===== src/rtl/class_sum_argmax.sv =====
// Class-sum accumulator with serial signed argmax over CLASSN classes.
// Ports: clk/rst (sync, active-high), img_rst, clause_valid/op/idx/last,
//   w_we/w_addr/w_data weight writes, result_ready/result_valid/pred_class/
//   pred_sum result handshake, busy, drop_err. Optional saturation:
//   define CLASS_SUM_SAT_EN (default build wraps modulo 2^SUM_WIDTH).
module class_sum_argmax #(
  parameter int CLAUSEN   = 10,
  parameter int CLASSN    = 5,
  parameter int W_WIDTH   = 8,
  parameter int SUM_WIDTH = 16
) (
  input  logic                          clk,
  input  logic                          rst,
  input  logic                          img_rst,
  input  logic                          clause_valid,
  input  logic                          clause_op,
  input  logic [$clog2(CLAUSEN)-1:0]    clause_idx,
  input  logic                          last_clause,
  input  logic                          w_we,
  input  logic [$clog2(CLAUSEN)-1:0]    w_addr,
  input  logic [CLASSN*W_WIDTH-1:0]     w_data,
  input  logic                          result_ready,
  output logic                          result_valid,
  output logic [$clog2(CLASSN)-1:0]     pred_class,
  output logic signed [SUM_WIDTH-1:0]   pred_sum,
  output logic                          busy,
  output logic                          drop_err
);

  localparam int CW = $clog2(CLASSN);
  localparam int RW = CLASSN * W_WIDTH;

  typedef enum logic [1:0] {
    IDLE,
    ACCUM,
    ARGMAX,
    DONE
  } state_t;

  state_t state;
  state_t state_n;

  logic [RW-1:0]               wmem [CLAUSEN];
  logic signed [SUM_WIDTH-1:0] sums [CLASSN];
  logic [RW-1:0]               row;
  logic [CW-1:0]               scan_idx;
  logic [CW-1:0]               best_class;
  logic signed [SUM_WIDTH-1:0] best_sum;

  function automatic logic signed [SUM_WIDTH-1:0] acc(
    input logic signed [SUM_WIDTH-1:0] s,
    input logic signed [W_WIDTH-1:0]   w
  );
    logic [SUM_WIDTH:0] t;
    t = {s[SUM_WIDTH-1], s}
      + {{(SUM_WIDTH+1-W_WIDTH){w[W_WIDTH-1]}}, w};
`ifdef CLASS_SUM_SAT_EN
    // Sign mismatch between the guard bit and the MSB means overflow.
    if (t[SUM_WIDTH] != t[SUM_WIDTH-1])
      acc = t[SUM_WIDTH] ? {1'b1, {(SUM_WIDTH-1){1'b0}}}
                         : {1'b0, {(SUM_WIDTH-1){1'b1}}};
    else
      acc = t[SUM_WIDTH-1:0];
`else
    acc = t[SUM_WIDTH-1:0];
`endif
  endfunction

  // Out-of-range clause index reads as an all-zero weight row.
  always_comb begin
    row = '0;
    if (32'(clause_idx) < CLAUSEN)
      row = wmem[clause_idx];
  end

  always_comb begin
    state_n = state;
    unique case (state)
      IDLE:   state_n = IDLE;
      ACCUM:  if (clause_valid && last_clause) state_n = ARGMAX;
      ARGMAX: if (scan_idx == CW'(CLASSN-1)) state_n = DONE;
      DONE:   if (result_valid && result_ready) state_n = IDLE;
      default: state_n = IDLE;
    endcase
    if (img_rst) state_n = ACCUM;
  end

  assign busy = (state == ACCUM) || (state == ARGMAX);

  // Weights survive rst; the read above sees the pre-edge row.
  always_ff @(posedge clk) begin
    if (w_we && 32'(w_addr) < CLAUSEN)
      wmem[w_addr] <= w_data;
  end

  always_ff @(posedge clk) begin
    if (rst) begin
      state        <= IDLE;
      scan_idx     <= '0;
      best_class   <= '0;
      best_sum     <= '0;
      result_valid <= 1'b0;
      pred_class   <= '0;
      pred_sum     <= '0;
      drop_err     <= 1'b0;
      for (int c = 0; c < CLASSN; c++) sums[c] <= '0;
    end else begin
      state <= state_n;
      if (img_rst) begin
        result_valid <= 1'b0;
        drop_err     <= 1'b0;
        scan_idx     <= '0;
        for (int c = 0; c < CLASSN; c++) sums[c] <= '0;
      end else begin
        if (clause_valid && state != ACCUM) drop_err <= 1'b1;
        unique case (state)
          ACCUM: begin
            scan_idx <= '0;
            if (clause_valid && clause_op)
              for (int c = 0; c < CLASSN; c++)
                sums[c] <= acc(sums[c], row[c*W_WIDTH +: W_WIDTH]);
          end
          ARGMAX: begin
            scan_idx <= scan_idx + 1'b1;
            // Strictly-greater replace keeps the lowest index on ties.
            if (scan_idx == '0 || sums[scan_idx] > best_sum) begin
              best_sum   <= sums[scan_idx];
              best_class <= scan_idx;
            end
          end
          DONE: begin
            // First DONE cycle publishes; later cycles wait for ready.
            if (!result_valid) begin
              result_valid <= 1'b1;
              pred_class   <= best_class;
              pred_sum     <= best_sum;
            end else if (result_ready) begin
              result_valid <= 1'b0;
            end
          end
          default: ;
        endcase
      end
    end
  end

endmodule


===== config.mk =====
export PLATFORM = sky130hd
export DESIGN_NAME = class_sum_argmax
export DESIGN_NICKNAME = d
export VERILOG_FILES = /design/src/rtl/class_sum_argmax.sv
export SDC_FILE = /design/constraint.sdc
export NUM_CORES = 1
export LEC_CHECK = 0
export ABC_AREA = 1
export BUFFER_PORTS_ARGS = -buffer_cell sky130_fd_sc_hd__buf_2
export CELL_PAD_IN_SITES_DETAIL_PLACEMENT = 1
export CELL_PAD_IN_SITES_GLOBAL_PLACEMENT = 2
export CORE_ASPECT_RATIO = 0.6
export CORE_MARGIN = 3
export CORE_UTILIZATION = 35
export CTS_CLUSTER_SIZE = 25
export DETAILED_ROUTE_END_ITERATION = 8
export PLACE_DENSITY_LB_ADDON = 0.1
export SLEW_MARGIN = 20
export SYNTH_ARGS = -nofsm -noshare
export SYNTH_HDL_FRONTEND = slang
export SYNTH_SLANG_ARGS = --single-unit

===== constraint.sdc =====
create_clock -name clk -period 9.6 [get_ports clk]
set_input_delay 1.92 -clock clk [delete_from_list [all_inputs] [get_ports clk]]
set_output_delay 1.92 -clock clk [all_outputs]
set_load 0.01 [all_outputs]

; ---- Word level (Yosys, flattened, before mapping)
; Memory sizes are Yosys's and may differ from the RTL's. A register that Yosys moved wholly into a read port is not among the register bits.
; Index checks and enable logic that the tools add are counted.
[totals]
reg_bits = 45
mem_bits_rw = 480
inputBits = 56
word_cells = 91
mem_count = 2
[memory_table]
columns = name, words, word_bits, read_ports, rd_clocked_by_memory_dff, write_ports, line
row1 = wmem, 10, 40, 1, 0, 1, 43  ; logic [RW-1:0] wmem [CLAUSEN];
row2 = sums, 5, 16, 6, 1, 5, 44  ; logic signed [SUM_WIDTH-1:0] sums [CLASSN];
[classes]
add_sub_neg = 6
order_cmp = 3
eq_ne = 11
muxes = 33
bitwise_logic = 12
n_reduce_logical = 15
[ops]
columns = cell, n
row1 = $mux 16, 10
row2 = $add 16x8->16, 5
row3 = $mux 40, 1
row4 = $gt 16x16->1, 1
row5 = $mux 1, 15
row6 = $reduce_and 3->1, 4
row7 = $or 1x1->1, 10
row8 = $ne 3x3->1 const B, 3
row9 = $lt 4x4->1 const B, 2
row10 = $pmux 2 s4, 1
row11 = $mux 2, 3
row12 = $mux 3, 2
row13 = $ne 2x2->1 const B, 3
row14 = $pmux 3 s2, 1
row15 = $logic_and 1x1->1, 5
row16 = $eq 2x2->1 const B, 2
row17 = $add 3x1->3 const B, 1
row18 = $eq 3x3->1 const B, 1
row19 = $logic_not 3->1, 1
row20 = $eq 2x1->1 const B, 1
row21 = $logic_not 2->1, 1
row22 = $logic_or 1x1->1, 2
row23 = $ne 2x1->1 const B, 1
row24 = $not 1->1, 2
row25 = 2 further kinds, 2

; ---- Logic depth before layout (Yosys ltp)
[logic_depth]
ltp_word = 7
depth_mapped = 23
mapped_depth_nobuf = 19

; ---- Worst setup path before layout
; OpenSTA, ideal clock, no wires.
[synth_timing]
path_type = input port to flip-flop
start = in w_addr[1]
end = mem wmem[2][0] (netlist name), enable pin
setup_ns = 0.537
arrival_time_ns = 6.003
required_ns = 9.063
setup_slack_ns = 3.060
cell_stages = 3
path_buffers = 0
path_cell_list = o21ai_0 > nand2_1 > nor4_1
[synth_between]
elab_chain_len = 4
[synth_lines]
columns = item, line
row1 = "start, declared", 20  ; input logic [$clog2(CLAUSEN)-1:0] w_addr,
row2 = $lt 4x4->1, 92  ; if (w_we && 32'(w_addr) < CLAUSEN)
row3 = $logic_and 1x1->1, 92
row4 = $mux 1, 92
row5 = $mux 1 (implied by the code), 93  ; wmem[w_addr] <= w_data;
row6 = "end, declared", 43
; Parallel ways exist; a longest one is shown, timed or not.

==> results.md <==
- The flow ran to the end, and the final reports show no timing, DRC or antenna violations.
- Clock-pin slew was measured on the worst setup and hold paths at roughly 0.06 ns.
- The detail route stage leaves a number of antenna-violating nets equal to 0.
- The worst setup path is of the in2reg kind.
- The sum of met3 wire segment lengths after detailed routing is approximately 3000 µm.
- The I/O pin count is roughly 80.
- The number of I/O port buffers is 77.
- The net count after synthesis is ~2500.
- The cts-stage hold buffer count is 0.
- The placed cell area is 26080 µm².
- The die covers roughly 74000 µm².
- After detailed routing, the average wire length per cell comes to between 20 and 25 µm.
- From bottom edge to top edge, the die measures around 210 µm.
- The combinational fraction of design power is about a tenth.
- The count of final max-slew check failures is 0.
- The last element of the critical path is sums[2][15]$_SDFFCE_PN0P_.
- In this run, post-CTS repair resized a total of 0 instances.
- Summed over all layers, the global routing overflow is 0.
- The first-pass GRT wire length is around 120000 µm.
- The wire-length estimate of the detail-placed layout is roughly 47000 µm.
- Cells with a size suffix above 1 make up under 10% of the layout.
- The violation count after the first detailed-routing iteration is 1574.
- The analysis attributes to cell leakage a power of around 10 nW.
- The worst setup path is captured at a flip-flop.
- The overall die width is approximately 350 µm.
- Yosys printed 0 warnings.
- The number of antenna violations at the first check in global routing is 2.
- The clock tree root driver cell is sky130_fd_sc_hd__clkbuf_16.
- The met1 wire length is around 40000 µm.
- In the final design database the tool counted between 2000 and 3000 nets.
- Setup repair after global routing left no endpoint under its margin.
- For the final database, setup skew stands at ~0.019 ns.
- The routed design has 76140 µm of wire.
- The average instance in the mapped netlist occupies 10.46 µm².
- Derived from the worst setup path, the maximum achievable clock frequency is between 150 and 200 MHz.
- The worst setup path is launched from an input pin.
- The endpoint identified for the worst register-to-register timing path is best_sum[4]$_SDFFE_PP0P_.
- The register-to-register path setup slack is around 5.0 ns.
- The most critical setup path has its startpoint at clause_idx[1].
- For the pin with the worst max-slew slack, the measured transition is 1.264 ns.
- TritonCTS built the clock tree.
- In this run the standard cell core region covers ~70000 µm².
- The total track usage is just over 20%.
- Measured on the finished design, the core utilization comes to 40.37%.
- Power spread over the standard cell area amounts to ~190 nW/µm².
- The first detailed-routing pass ran for 5 iterations.
- The worst hold path was traced through 2 stages.
- In this run the cell area of the synthesized design comes to approximately 25000 µm².
- Sequential cells burn roughly 49% of the power.
- The internal cell power is 3.913 mW.
- The largest fanout of any net on the critical path is 47.
- The worst path uses between 60% and 70% of the clock period.
- In this run, the clock network consumes 40.6% of the power.
- The worst setup slack before clock tree synthesis is roughly 2.9 ns.
- VDD sags by at most between 100 and 150 µV.
- After layout, the worst setup slack is 3.619 ns.
- The worst max-slew margin expressed relative to the limit is about 15%.
- The DRC violation count after routing is 0.
- The number of different library cells in the post-synthesis netlist is 41.
- Data arrives at the worst endpoint at between 6 and 7 ns.
- After detailed routing, no signal wire sits above met5.
- The H-tree was split into 2 levels.
- The net switching fraction of the power is 26.14%.
- The floorplan has between 70 and 80 rows.
- The routed via count divided by cell count is about 5.3.
- Entering global routing, the biggest net connects 102 pins.
- The net switching power is roughly 1.4 mW.
- Fill cells in the final layout number between 7000 and 8000.
- TritonCTS created 55 clock buffers.
- Synthesis handed over a netlist of ~2400 instances.
- The number of failing hold endpoints at the final stage is 0.
- The detailed router placed 18010 vias in this run.
- The final estimated routing congestion in global placement is between 0.8 and 0.9.
- After detailed routing, the met2 layer carries 31690 µm of wire.
- The clock passes through at most 3 buffers.
- Summing the sequential cell areas from Yosys gives 62.14% of the chip area.
- Setup total negative slack on the finished layout was measured at 0 ns.
- The count of clock tree sinks is approximately 530.
- The number of global-route vias before repair came to ~19000.
- The number of violations of the max-capacitance limit is 0.
- The area of all placed cells without fillers is between 20000 and 30000 µm².
- The class of the most critical hold timing path is reg2reg.
- In this run the post-CTS setup repair buffer count came out at 0.
- The data required time of the critical path is between 9 and 10 ns.
- Measured in cells, the most critical reg-to-reg path has a length of 21.
- The final setup violation count is 0.
- The time the final worst path needs with I/O delays and setup is about 6.0 ns.
- The growth of design area from synthesis to finish is 12.55%.
- The initial utilization of the core area, before any placement, comes to between 30% and 40%.
- The number of flip-flops and latches in the synthesized netlist is around 530.
- The insertion delay of the later-clocked pin in the worst-skew pair is about 0.63 ns.
==> cells in the mapped netlist <==
master                     count  share of area (%)
sky130_fd_sc_hd__a21oi_1     204                4.1
sky130_fd_sc_hd__nor2_2        3              0.076
sky130_fd_sc_hd__nor3_1       12               0.24
sky130_fd_sc_hd__mux2i_1       1              0.040
sky130_fd_sc_hd__a221oi_1      2              0.071
sky130_fd_sc_hd__clkinv_4      1              0.035
sky130_fd_sc_hd__edfxtp_1    480                 58
sky130_fd_sc_hd__nand3_2      10               0.40
sky130_fd_sc_hd__nor2_1      331                5.0
sky130_fd_sc_hd__buf_2        30               0.61
sky130_fd_sc_hd__o21a_1       28               0.85
sky130_fd_sc_hd__nand3_1     135                2.7
sky130_fd_sc_hd__nor3b_1       4               0.12
sky130_fd_sc_hd__buf_6         5               0.23
sky130_fd_sc_hd__a21o_1        6               0.18
sky130_fd_sc_hd__buf_4        11               0.33
sky130_fd_sc_hd__o21ai_0     190                3.8
sky130_fd_sc_hd__buf_1         6              0.091
sky130_fd_sc_hd__o22ai_1       2              0.051
sky130_fd_sc_hd__o21ai_1      47               0.95
sky130_fd_sc_hd__inv_2         7               0.11
sky130_fd_sc_hd__o21ai_2       2              0.071
sky130_fd_sc_hd__a21boi_1      1              0.030
sky130_fd_sc_hd__o311ai_0      1              0.035
sky130_fd_sc_hd__clkbuf_1     58               0.88
sky130_fd_sc_hd__nor4_1        6               0.15
sky130_fd_sc_hd__o32ai_1      14               0.50
sky130_fd_sc_hd__a31oi_1       8               0.20
sky130_fd_sc_hd__and3_1        1              0.025
sky130_fd_sc_hd__o211ai_1      6               0.18
sky130_fd_sc_hd__nand4_1      38               0.96
sky130_fd_sc_hd__o221ai_1     35                1.2
sky130_fd_sc_hd__a211oi_1      1              0.030
sky130_fd_sc_hd__fa_1          5               0.40
sky130_fd_sc_hd__nand2_1     374                5.7
sky130_fd_sc_hd__or2_0         1              0.025
sky130_fd_sc_hd__dfxtp_1      48                3.9
sky130_fd_sc_hd__and2_1        2              0.051
sky130_fd_sc_hd__o21bai_1      7               0.21
sky130_fd_sc_hd__ha_1         96                4.9
sky130_fd_sc_hd__inv_1       147                2.2
==> metal layers <==
layer / up-vias / GRT usage [%]
li1: 8554 / -
met1: 9106 / 32.19
met2: 266 / 29.96
met4: 2 / 3.890
met5: - / 0
met3: 78 / 3.151
==> power groups by stage <==
stage	clock (mW)	sequential [mW]	combinational, mW
finish	2.15	2.58	0.565
global route	2.30	2.59	0.641
global placement	0	2.63	0.556
detailed placement	0	2.63	0.568
CTS	2.21	2.58	0.571
floorplan	0	2.63	0.362
==> registers in the layout, summed over array words and instances (netlist names), named ones only <==
register	count
drop_err	1
scan_idx	3
pred_class	3
state	2
sums	80
wmem	400
pred_sum	16
best_sum	16
result_valid	1
best_class	3
==> placed cells by master (no fill, tap or decap), types with 28 or more instances in the layout <==
cell and n:
sky130_fd_sc_hd__inv_1 147, sky130_fd_sc_hd__nand4_1 38, sky130_fd_sc_hd__ha_1 96, sky130_fd_sc_hd__nand3_1 135
sky130_fd_sc_hd__o221ai_1 35, sky130_fd_sc_hd__nor2_1 324, sky130_fd_sc_hd__a21oi_1 204, sky130_fd_sc_hd__o21a_1 28
sky130_fd_sc_hd__o21ai_0 190, sky130_fd_sc_hd__edfxtp_1 480, sky130_fd_sc_hd__buf_2 76, sky130_fd_sc_hd__clkbuf_16 55
sky130_fd_sc_hd__dfxtp_1 48, sky130_fd_sc_hd__o21ai_1 47, sky130_fd_sc_hd__nand2_1 373
==> critical path: stages <==
cell                       delay (ns)
sky130_fd_sc_hd__buf_2           0.08
sky130_fd_sc_hd__buf_4           0.53
sky130_fd_sc_hd__inv_2           0.55
sky130_fd_sc_hd__nor2_4          0.87
sky130_fd_sc_hd__a31oi_1         0.15
sky130_fd_sc_hd__nand2_1         0.11
sky130_fd_sc_hd__nand2_1         0.16
sky130_fd_sc_hd__nand2_1         0.13
sky130_fd_sc_hd__inv_1           0.17
sky130_fd_sc_hd__ha_1            0.39
sky130_fd_sc_hd__a21oi_1         0.26
sky130_fd_sc_hd__nor2_1          0.08
sky130_fd_sc_hd__o21ai_0         0.18
sky130_fd_sc_hd__o311ai_0        0.19
sky130_fd_sc_hd__a21oi_1         0.32
sky130_fd_sc_hd__nand2_1         0.10
sky130_fd_sc_hd__nand2_1         0.07
sky130_fd_sc_hd__nor2_1          0.05
==> stage by stage <==
stage                     hold WS [ns]  cells  power [mW]
after floorplan                 0.4494   2366       2.987
after global placement          0.4539   3273       3.187
after global routing            0.5060   3377       5.532
after detailed placement        0.4657   3273       3.201
after CTS                       0.4802   3376       5.369
final                           0.4802   3377       5.299
==> area by class of cell <==
cell class	count	area, µm²	share of cell area (%)
Antenna cell	1	2.502	0.008986
Sequential cell	528	15370	55.21
Clock buffer	70	1433	5.144
Tap cell	912	1141	4.098
Multi-Input combinational cell	1573	8366	30.04
Inverter	155	586.8	2.107
Timing Repair Buffer	105	614.3	2.206
Clock inverter	33	330.3	1.186
==> how the worst min path moves through the flow <==
stage	start	endpoint	slack, ns
after global placement	drop_err$_SDFFE_PP0P_	drop_err$_SDFFE_PP0P_	0.45
final	drop_err$_SDFFE_PP0P_	drop_err$_SDFFE_PP0P_	0.48
after global routing	best_sum[3]$_SDFFE_PP0P_	best_sum[3]$_SDFFE_PP0P_	0.51
after CTS	drop_err$_SDFFE_PP0P_	drop_err$_SDFFE_PP0P_	0.48
after floorplan	best_sum[10]$_SDFFE_PP0P_	pred_sum[10]$_SDFFE_PP0P_	0.45
after detailed placement	drop_err$_SDFFE_PP0P_	drop_err$_SDFFE_PP0P_	0.47
==> cells by family (layout without fill, tap and decap cells) <==
logic type	Yosys count	in the layout	share of synthesized area, %
muxes	1	1	0.04045
buffers and inverters	265	363	4.511
and+or+nand+nor	917	917	15.48
adders and majority gates	101	101	5.259
other	0	1	0
DFF	528	528	62.14
AOI/OAI and AO/OA	554	554	12.57
Note: power is estimated with default switching activity, not from simulation.
